--- config.mk ---
export PLATFORM = sky130hd
export DESIGN_NAME = cisr_row_scheduler
export DESIGN_NICKNAME = d
export VERILOG_FILES = /design/src/rtl/cisr_pkg.sv /design/src/rtl/cisr_channel_slot.sv /design/src/rtl/cisr_row_scheduler.sv
export SDC_FILE = /design/constraint.sdc
export NUM_CORES = 2
export LEC_CHECK = 0
export CAP_MARGIN = 25
export CORE_ASPECT_RATIO = 1.25
export CORE_MARGIN = 1
export CORE_UTILIZATION = 54
export CTS_CLUSTER_SIZE = 40
export DETAILED_ROUTE_END_ITERATION = 10
export GPL_ROUTABILITY_DRIVEN = 0
export PLACE_DENSITY_LB_ADDON = 0.15
export SLEW_MARGIN = 20
export SYNTH_ARGS = -nofsm -noshare
export SYNTH_HDL_FRONTEND = slang
export SYNTH_SLANG_ARGS = --single-unit
--- constraint.sdc ---
create_clock -name clk -period 36.3 [get_ports clk]
set_input_delay 7.26 -clock clk [delete_from_list [all_inputs] [get_ports clk]]
set_output_delay 7.26 -clock clk [all_outputs]
set_load 0.005 [all_outputs]
--- src/rtl/cisr_pkg.sv ---
// Shared types and defaults for the CISR row scheduler.
// - row_id_t / len_t : default-width row ID and row-length types
// - sched_state_e    : scheduler FSM states (IDLE, RUN, FIN)
package cisr_pkg;

  localparam int CISR_CHANNELS = 16;
  localparam int CISR_ROW_W    = 32;
  localparam int CISR_LEN_W    = 16;

  typedef logic [CISR_ROW_W-1:0] row_id_t;
  typedef logic [CISR_LEN_W-1:0] len_t;

  typedef enum logic [1:0] {
    IDLE = 2'd0,
    RUN  = 2'd1,
    FIN  = 2'd2
  } sched_state_e;

endpackage

--- src/rtl/cisr_channel_slot.sv ---
// One channel slot of the CISR row scheduler: holds the row ID bound to the
// channel and a down-counter of that row's outstanding nonzeros.
// Ports:
//   clk, rst       : clock, asynchronous active-high reset
//   bind_en        : load bind_len / bind_id (only asserted while the slot is free)
//   bind_len       : nonzeros in the bound row
//   bind_id        : row ID of the bound row
//   elem_valid     : channel presents a nonzero
//   elem_ready     : slot has nonzeros outstanding (remaining != 0)
//   row_last       : the outstanding nonzero is the last one of the row
//   row_id         : row ID currently bound to the slot
module cisr_channel_slot
  import cisr_pkg::*;
#(
  parameter int ROW_W = CISR_ROW_W,
  parameter int LEN_W = CISR_LEN_W
) (
  input  logic             clk,
  input  logic             rst,
  input  logic             bind_en,
  input  logic [LEN_W-1:0] bind_len,
  input  logic [ROW_W-1:0] bind_id,
  input  logic             elem_valid,
  output logic             elem_ready,
  output logic             row_last,
  output logic [ROW_W-1:0] row_id
);

  logic [LEN_W-1:0] remaining_q, remaining_d;
  logic [ROW_W-1:0] row_id_q, row_id_d;

  assign elem_ready = (remaining_q != '0);
  assign row_last   = elem_ready && (remaining_q == LEN_W'(1));
  assign row_id     = row_id_q;

  // NOTE: every signal written in always_comb gets its default first, so no
  // path leaves it unassigned and no latch is inferred.
  always_comb begin
    remaining_d = remaining_q;
    row_id_d    = row_id_q;
    // A bind only ever targets a free slot, so it never collides with a
    // decrement (a free slot is not ready).
    if (bind_en) begin
      remaining_d = bind_len;
      row_id_d    = bind_id;
    end else if (elem_valid && elem_ready) begin
      remaining_d = remaining_q - LEN_W'(1);
    end
  end

  // NOTE: state flops use non-blocking assignments so every flop samples the
  // pre-edge values regardless of evaluation order.
  always_ff @(posedge clk or posedge rst) begin
    if (rst) begin
      remaining_q <= '0;
      row_id_q    <= '0;
    end else begin
      remaining_q <= remaining_d;
      row_id_q    <= row_id_d;
    end
  end

endmodule

--- src/rtl/cisr_row_scheduler.sv ---
// CISR row-slot scheduler. Accepts row lengths in CISR order, binds each row
// to the lowest-index idle channel with the next sequential row ID, and lets
// each channel count down its row's nonzeros with a last-in-row tag.
// Ports:
//   clk, rst                 : clock, asynchronous active-high reset
//   start, num_rows          : begin a matrix of num_rows rows (sampled in IDLE)
//   rl_valid/rl_data/rl_ready: row-length stream
//   ch_elem_valid/ready      : per-channel nonzero handshake
//   ch_row_id, ch_row_last   : per-channel row ID and last-in-row flag
//   busy, done               : FSM not idle / one-cycle completion pulse
// Configuration macro CISR_EMPTY_ROW_EN:
//   defined   -> empty_valid / empty_id report zero-length rows
//   undefined -> sticky err flags zero-length rows (cleared on start)
module cisr_row_scheduler
  import cisr_pkg::*;
#(
  parameter int CHANNELS = CISR_CHANNELS,
  parameter int ROW_W    = CISR_ROW_W,
  parameter int LEN_W    = CISR_LEN_W
) (
  input  logic                      clk,
  input  logic                      rst,
  input  logic                      start,
  input  logic [ROW_W-1:0]          num_rows,
  input  logic                      rl_valid,
  input  logic [LEN_W-1:0]          rl_data,
  output logic                      rl_ready,
  input  logic [CHANNELS-1:0]       ch_elem_valid,
  output logic [CHANNELS-1:0]       ch_elem_ready,
  output logic [CHANNELS*ROW_W-1:0] ch_row_id,
  output logic [CHANNELS-1:0]       ch_row_last,
  output logic                      busy,
`ifdef CISR_EMPTY_ROW_EN
  output logic                      empty_valid,
  output logic [ROW_W-1:0]          empty_id,
`else
  output logic                      err,
`endif
  output logic                      done
);

  localparam int IDX_W = (CHANNELS > 1) ? $clog2(CHANNELS) : 1;

  sched_state_e     state_q, state_d;
  logic [ROW_W-1:0] rows_total_q, rows_total_d;
  logic [ROW_W-1:0] next_row_q, next_row_d;
  logic [ROW_W-1:0] issued_q, issued_d;
`ifdef CISR_EMPTY_ROW_EN
  logic             empty_valid_q, empty_valid_d;
  logic [ROW_W-1:0] empty_id_q, empty_id_d;
`else
  logic             err_q, err_d;
`endif

  logic                free_found;
  logic [IDX_W-1:0]    free_idx;
  logic                rl_fire;
  logic                zero_len;
  logic [CHANNELS-1:0] bind_vec;

  // Lowest-index free slot: scan downwards so the lowest hit is written last.
  // Freeness comes from registered counters, so a slot freed this cycle is
  // only grantable next cycle.
  always_comb begin
    free_found = 1'b0;
    free_idx   = '0;
    for (int c = CHANNELS - 1; c >= 0; c--) begin
      if (!ch_elem_ready[c]) begin
        free_found = 1'b1;
        free_idx   = IDX_W'(c);
      end
    end
  end

  assign rl_ready = (state_q == RUN) && (issued_q < rows_total_q) && free_found;
  assign rl_fire  = rl_valid && rl_ready;
  assign zero_len = (rl_data == '0);

  always_comb begin
    bind_vec = '0;
    if (rl_fire && !zero_len) bind_vec[free_idx] = 1'b1;
  end

  for (genvar c = 0; c < CHANNELS; c++) begin : g_slot
    cisr_channel_slot #(
      .ROW_W(ROW_W),
      .LEN_W(LEN_W)
    ) u_slot (
      .clk       (clk),
      .rst       (rst),
      .bind_en   (bind_vec[c]),
      .bind_len  (rl_data),
      .bind_id   (next_row_q),
      .elem_valid(ch_elem_valid[c]),
      .elem_ready(ch_elem_ready[c]),
      .row_last  (ch_row_last[c]),
      .row_id    (ch_row_id[c*ROW_W +: ROW_W])
    );
  end

  always_comb begin
    state_d      = state_q;
    rows_total_d = rows_total_q;
    next_row_d   = next_row_q;
    issued_d     = issued_q;
`ifdef CISR_EMPTY_ROW_EN
    empty_valid_d = rl_fire && zero_len;
    empty_id_d    = (rl_fire && zero_len) ? next_row_q : empty_id_q;
`else
    err_d = err_q;
    if (rl_fire && zero_len) err_d = 1'b1;
`endif
    unique case (state_q)
      IDLE: begin
        if (start) begin
          state_d      = RUN;
          rows_total_d = num_rows;
          next_row_d   = '0;
          issued_d     = '0;
`ifndef CISR_EMPTY_ROW_EN
          err_d        = 1'b0;
`endif
        end
      end
      RUN: begin
        // Zero-length rows still consume an ID and count as issued.
        if (rl_fire) begin
          next_row_d = next_row_q + ROW_W'(1);
          issued_d   = issued_q + ROW_W'(1);
        end
        if ((issued_q == rows_total_q) && !(|ch_elem_ready)) state_d = FIN;
      end
      FIN:     state_d = IDLE;
      default: state_d = IDLE;
    endcase
  end

  always_ff @(posedge clk or posedge rst) begin
    if (rst) begin
      state_q       <= IDLE;
      rows_total_q  <= '0;
      next_row_q    <= '0;
      issued_q      <= '0;
`ifdef CISR_EMPTY_ROW_EN
      empty_valid_q <= 1'b0;
      empty_id_q    <= '0;
`else
      err_q         <= 1'b0;
`endif
    end else begin
      state_q       <= state_d;
      rows_total_q  <= rows_total_d;
      next_row_q    <= next_row_d;
      issued_q      <= issued_d;
`ifdef CISR_EMPTY_ROW_EN
      empty_valid_q <= empty_valid_d;
      empty_id_q    <= empty_id_d;
`else
      err_q         <= err_d;
`endif
    end
  end

  assign busy = (state_q != IDLE);
  assign done = (state_q == FIN);
`ifdef CISR_EMPTY_ROW_EN
  assign empty_valid = empty_valid_q;
  assign empty_id    = empty_id_q;
`else
  assign err = err_q;
`endif

endmodule

---- Word level (Yosys, flattened, before mapping) ----
Index checks and enable logic that the tools add are counted.
word-level totals
  register bits after elaboration ......... 867
  bits in latches ......................... 0
  bits in writable memories ............... 0
  memory bits (read-only) ................. 0
  input port bits ......................... 68
  word-level logic and storage cells ...... 239
  memories kept ........................... 0
cells by class
  add/subtract/negate cells ............... 18
  multipliers ............................. 0
  div/mod/pow operators ................... 0
  $lt $le $gt $ge ......................... 3
  equality and inequality tests ........... 22
  shift operators ......................... 0
  mux-type cells .......................... 78
  bitwise gates (word level) .............. 0
  reduce and logical (&&, ||, !) cells .... 81
operator list
  operator                                                                       number
  16-bit two-way mux                                                             33
  16-bit by 1-bit == test with 1-bit output (second input constant)              16
  16-bit nonzero test                                                            16
  16-bit by 1-bit subtractor with 16-bit output (second input constant)          16
  32-bit one-hot mux with 2 select lines                                         2
  32-bit two-way mux                                                             3
  32-bit by 1-bit adder with 32-bit output (second input constant)               2
  4-bit two-way mux                                                              16
  1-bit logical AND                                                              39
  2-bit nonzero test                                                             18
  32-bit == test                                                                 1
  32-bit less-than comparator                                                    1
  1-bit two-way mux                                                              20
  16-bit zero test                                                               1
  16-bit OR reduction                                                            1
  4-bit by 5-bit less-than comparator with 1-bit output (second input constant)  1
  1-bit demux with 4-bit select                                                  1
  4-bit by 1-bit >= comparator with 1-bit output (second input constant)         1
  2-bit two-way mux                                                              2
  2-bit inequality test (second input constant)                                  2
  2-bit one-hot mux with 2 select lines                                          1
  2-bit AND reduction                                                            2
  3-bit AND reduction                                                            1
  2-bit by 1-bit == test with 1-bit output (second input constant)               1
  4 further kinds                                                                5

---- Longest topological paths before layout ----
  depth in word-level cells ............... 23
  depth in mapped cells ................... 14

---- Modules after synthesis ----
Synthesis repeated with hierarchy kept, for this count alone.
unflattened totals
  cell total of the unflattened synthesis .. 3885
  area, all modules ....................... 43296.5 µm²
by module, submodules not included
  module              times used  cells an instance  area an instance (µm²)  seq. area each (µm²)
  cisr_channel_slot   16          200                2338.5                  1201.2
  cisr_row_scheduler  1           685                5880.6                  2477.4

---- Least setup slack after synthesis ----
Ideal clock, no wire load.
  kind .................................... input-to-reg
  from .................................... input port rl_data[11]
  to ...................................... register g_slot[13].u_slot.row_id_q[0]
  setup time .............................. 125 ps
  data arrival time ....................... 9560 ps
  path slack .............................. 26615 ps
  stages on the path ...................... 10
  buffers on the path ..................... 4
  cell sequence ........................... clkbuf_1 > nor4_1 > nand4_1 > nand4_1 > or3_1 > clkbuf_1 > nor4_1 > buf_2 > buf_2 > mux2_2
on the way
  word-level cells in the longest chain between the ends .. 4
ends and longest elaborated chain
  item                  RTL line                  source
  from (decl)           cisr_row_scheduler.sv:26  input logic [LEN_W-1:0] rl_data,
  16-bit zero test      cisr_row_scheduler.sv:77  assign zero_len = (rl_data == '0);
  1-bit zero test       cisr_row_scheduler.sv:81  if (rl_fire && !zero_len) bind_vec[free_idx] = 1'b1;
  1-bit logical AND     cisr_row_scheduler.sv:81
  16-bit two-way mux    cisr_row_scheduler.sv:81
  to (signal assigned)  cisr_channel_slot.sv:59   row_id_q <= row_id_d;
  to (decl)             cisr_channel_slot.sv:30   logic [ROW_W-1:0] row_id_q, row_id_d;
No other way between the ends.
A chain may end at the register's enable or synchronous reset.

---- Worst setup path in the final report ----
  from .................................... register g_slot[1].u_slot.remaining_q[8]
  to ...................................... output port rl_ready
on the way
  word-level cells in the longest chain between the ends .. 4
ends and longest elaborated chain
  item                            RTL line                  source
  from (decl)                     cisr_channel_slot.sv:29   logic [LEN_W-1:0] remaining_q, remaining_d;
  from (signal assigned)          cisr_channel_slot.sv:58   remaining_q <= remaining_d;
  16-bit nonzero test             cisr_channel_slot.sv:32   assign elem_ready = (remaining_q != '0);
  1-bit two-way mux (2 in a row)  cisr_row_scheduler.sv:68  if (!ch_elem_ready[c]) begin
  1-bit logical AND               cisr_row_scheduler.sv:75  assign rl_ready = (state_q == RUN) && (issued_q < rows_total_q) && free_found;
  to (decl)                       cisr_row_scheduler.sv:27  output logic rl_ready,
No other way between the ends.

==> results by group <==
Synth
  • Combinational family with the most area after synthesis: simple AND/OR/NAND/NOR gates
  • Post-Syn Area per Cell: 10.7 µm²
  • Post-synthesis cell count: 3,685
  • Post-Syn Nets: 3,820
  • Netlist cell types: 79
  • Adder-Cell Fraction of Synth Area: 2.12%
  • Seq/Total Area, Yosys: 54.8%
  • Top FF cell, synth: dfrtp_1
  • Compound-cell area share of the yosys netlist: 5.55%
  • Simple-Gate Fraction of Synth Area: 17.2%
  • Post-synth EDFFs: 0
  • Synth Warn #: 0
  • FFs w/ async S/R, synth: 100%
  • Mux contribution to synthesized area: 11.5%
  • Synthesized area: 39,600 µm²
  • Synthesized flop and latch total: 867
  • Synth Area in XOR/XNOR: 4.91%

Critical path
  • Setup crit start kind: register
  • Worst Path Max Fanout: 8
  • R2R Path Start: issued_q[27]
  • Worst path arrival time: 4.21 ns
  • Worst Setup End Kind: primary output
  • Crit Path Category: reg2out
  • Crit. Startpoint: g_slot[1].u_slot.remaining_q[8]
  • R2R depth: 10
  • R2r setup slk: 31.21 ns
  • Reg2reg end: g_slot[9].u_slot.row_id[4]
  • CP Data Required Time: 29.04 ns

STA
  • Max_slew headroom: 26.0%
  • Clock skew: 0.0370 ns
  • Final Hold Fails: 0
  • RSZ-0062 raised after global routing: false
  • Max Freq: 87.2 MHz
  • Setup tns final: 0 ns
  • Worst-margin pin slew: 1.11 ns
  • Max-slew violation count: 0
  • Ratio of final minimum period to clock period: 31.6%
  • Final setup vio count: 0
  • Hold Slack: 0.465 ns
  • Period minus WS final: 11.47 ns

Place
  • Placed cell areas: 46,400 µm²
  • Port Buf Inserts: 615
  • HPWL Detailed: 90,100 µm

Power and ir drop
  • Switching power: 0.864 mW
  • Tot Pwr: 2.82 mW
  • Sw Ratio: 30.6%
  • Clock power frac: 33.4%
  • Reg power frac: 46.5%
  • Combinational share of power: 20.1%
  • Cell-internal power: 1.96 mW
  • Leakage: 23.1 nW
  • P per Cell Area: 57.0 nW/µm²
  • Peak supply drop: 0.0427 mV

Cells and area
  • Fin nets: 4,346
  • Fin util: 68.4%
  • Filler cells: 5,447
  • Synthesis-to-layout area growth: 24.9%
  • Layout cells sized above 1: 14.5%
  • Final Cell Area: 49,400 µm²

Global route
  • All-Layer GR Usage: 36.1%
  • Initial antenna violation count: 1
  • Largest net degree at the start of global routing: 161
  • First-pass GRT wire length: 200,000 µm
  • Number of global-route vias before repair: 31,058
  • Grt ovf: 0

Floorplanning
  • Die area: 74,400 µm²
  • Core area: 72,300 µm²
  • IO Pins: 616
  • Die W: 244 µm
  • Row Count: 110
  • Starting Density: 54.8%
  • Die Span Y: 305 µm

Drt
  • Avg Vias per Cell: 5.88
  • Antenna-violating nets left: 0
  • Iteration count of the initial detailed-routing pass: 5
  • Via count: 30,769
  • Final WL: 133,000 µm
  • Starting DRT DRC Count: 2,498
  • Drt wl/cell: 25.5 µm
  • DRC Markers: 0

Clock tree
  • Clock Sinks: 867
  • Root Buffer: clkbuf_16
  • CTS HTree Levels: 3
  • CTS tree: yes
  • CTS Hold Bufs: 0
  • Post_cts resized: 0
  • Num CTS Buffers: 89
  • Clock Pin Slew Worst Setup and Hold Paths: 0.06 ns
  • Clk_lat worst skew: 0.67 ns
  • Post-CTS Setup Inserts: 0
  • Number of buffers on the longest clock path: 3

Flow run
  • Maxcap violations: 0

Worst hold path
  • Hold Crit Class: reg2reg
  • Hold Path Sink: g_slot[7].u_slot.row_id[3]
  • Worst Hold Depth: 2
  • Hold path startpoint: g_slot[7].u_slot.row_id[3]

Status
  • Status: finished, final reports clean
Yosys cell counts, drive strengths merged, types with 64 or more instances:
master | count | area, µm²
xor2 | 83 | 727
nand2 | 754 | 2830
mux2 | 401 | 4520
a21oi | 64 | 324
nand3 | 77 | 390
xnor2 | 139 | 1220
buf | 118 | 706
clkbuf | 134 | 503
nor3 | 96 | 485
dfrtp | 867 | 21700
inv | 91 | 342
nor4 | 87 | 578
o21ai | 135 | 676
nor2 | 143 | 537
ha | 67 | 838
power groups by stage:
stage	Clock (mW)	Combinational, mW	Sequential (mW)
after floorplan	0	0.384	1.29
after global placement	0	0.547	1.31
after detailed placement	0	0.562	1.32
after CTS	0.951	0.568	1.31
after global routing	0.990	0.633	1.34
final	0.943	0.567	1.31
placed cells by master, fill, tap and decap left out, drive strengths merged, types with 8 or more instances in the layout:
cell	count
a21o	61
a21oi	64
a31oi	13
and2	8
and3	17
and4	14
buf	72
clkbuf	129
clkdlybuf4s50	615
clkinv	20
dfrtp	867
ha	67
inv	94
mux2	401
nand2	754
nand2b	14
nand3	77
nand4	41
nor2	143
nor2b	9
nor3	96
nor4	87
nor4b	19
o211ai	12
o21ai	135
o31ai	22
or2	12
or3	59
or4	50
xnor2	139
xor2	83
kinds of logic after synthesis:
family	after synthesis
AOI/OAI and AO/OA	348
adders and majority gates	67
xor gates and xnor gates	222
DFF	867
and+or+nand+nor	1433
buffers and inverters	344
muxes	404
area by class of cell:
type | instances | area [µm²] | share of cell area [%]
diodes | 1 | 2.50 | 0.00506
clock buffers | 129 | 2560 | 5.18
clock inverters | 34 | 407 | 0.822
inverters | 92 | 353 | 0.714
multi-input cells | 2474 | 16500 | 33.3
flip-flops and latches | 867 | 21700 | 43.9
well taps | 952 | 1190 | 2.41
repair buffers | 687 | 6790 | 13.7
state kept, by name, summed over array words and instances, names as in the netlist:
name	flops
g_slot.u_slot.remaining_q	256
issued_q	32
rows_total_q	32
g_slot.u_slot.row_id	512
next_row_q	32
state_q	2
err	1
worst max-delay path by stage:
stage / endpoint / slack, ns / cells after the start
6_report: rl_ready / 24.83 / 8
5_1_grt: rl_ready / 24.74 / 8
2_1_floorplan: err / 4.67 / 1
4_1_cts: rl_ready / 24.87 / 8
3_5_place_dp: g_slot[14].u_slot.row_id[13] / 24.36 / 9
3_3_place_gp: g_slot[14].u_slot.row_id[27] / 24.46 / 9
worst max-delay path, cell delays in order (launching register included):
cell             delay, ns
dfrtp_1               0.42
or4_1                 0.62
nor4_1                0.27
and3_1                0.39
clkinv_1              0.46
and4_1                0.46
nand4_1               0.11
and4_1                0.30
clkdlybuf4s50_1       0.53
metal layers:
layer	wire, µm	global-route usage (%)	share of wire [%]
met2	64100	59.0	48
met1	49100	42.6	37
met3	11700	10.1	8.7
met5	0	0	0
met4	8580	21.1	6.4
metrics by stage:
stage	cells	worst slack (ns)
6_report	5236	24.83
4_1_cts	5231	24.87
5_1_grt	5235	24.74
3_5_place_dp	5068	24.36
2_1_floorplan	3685	4.67
3_3_place_gp	5067	24.46
No activity file was read; power rests on OpenSTA's default activity.
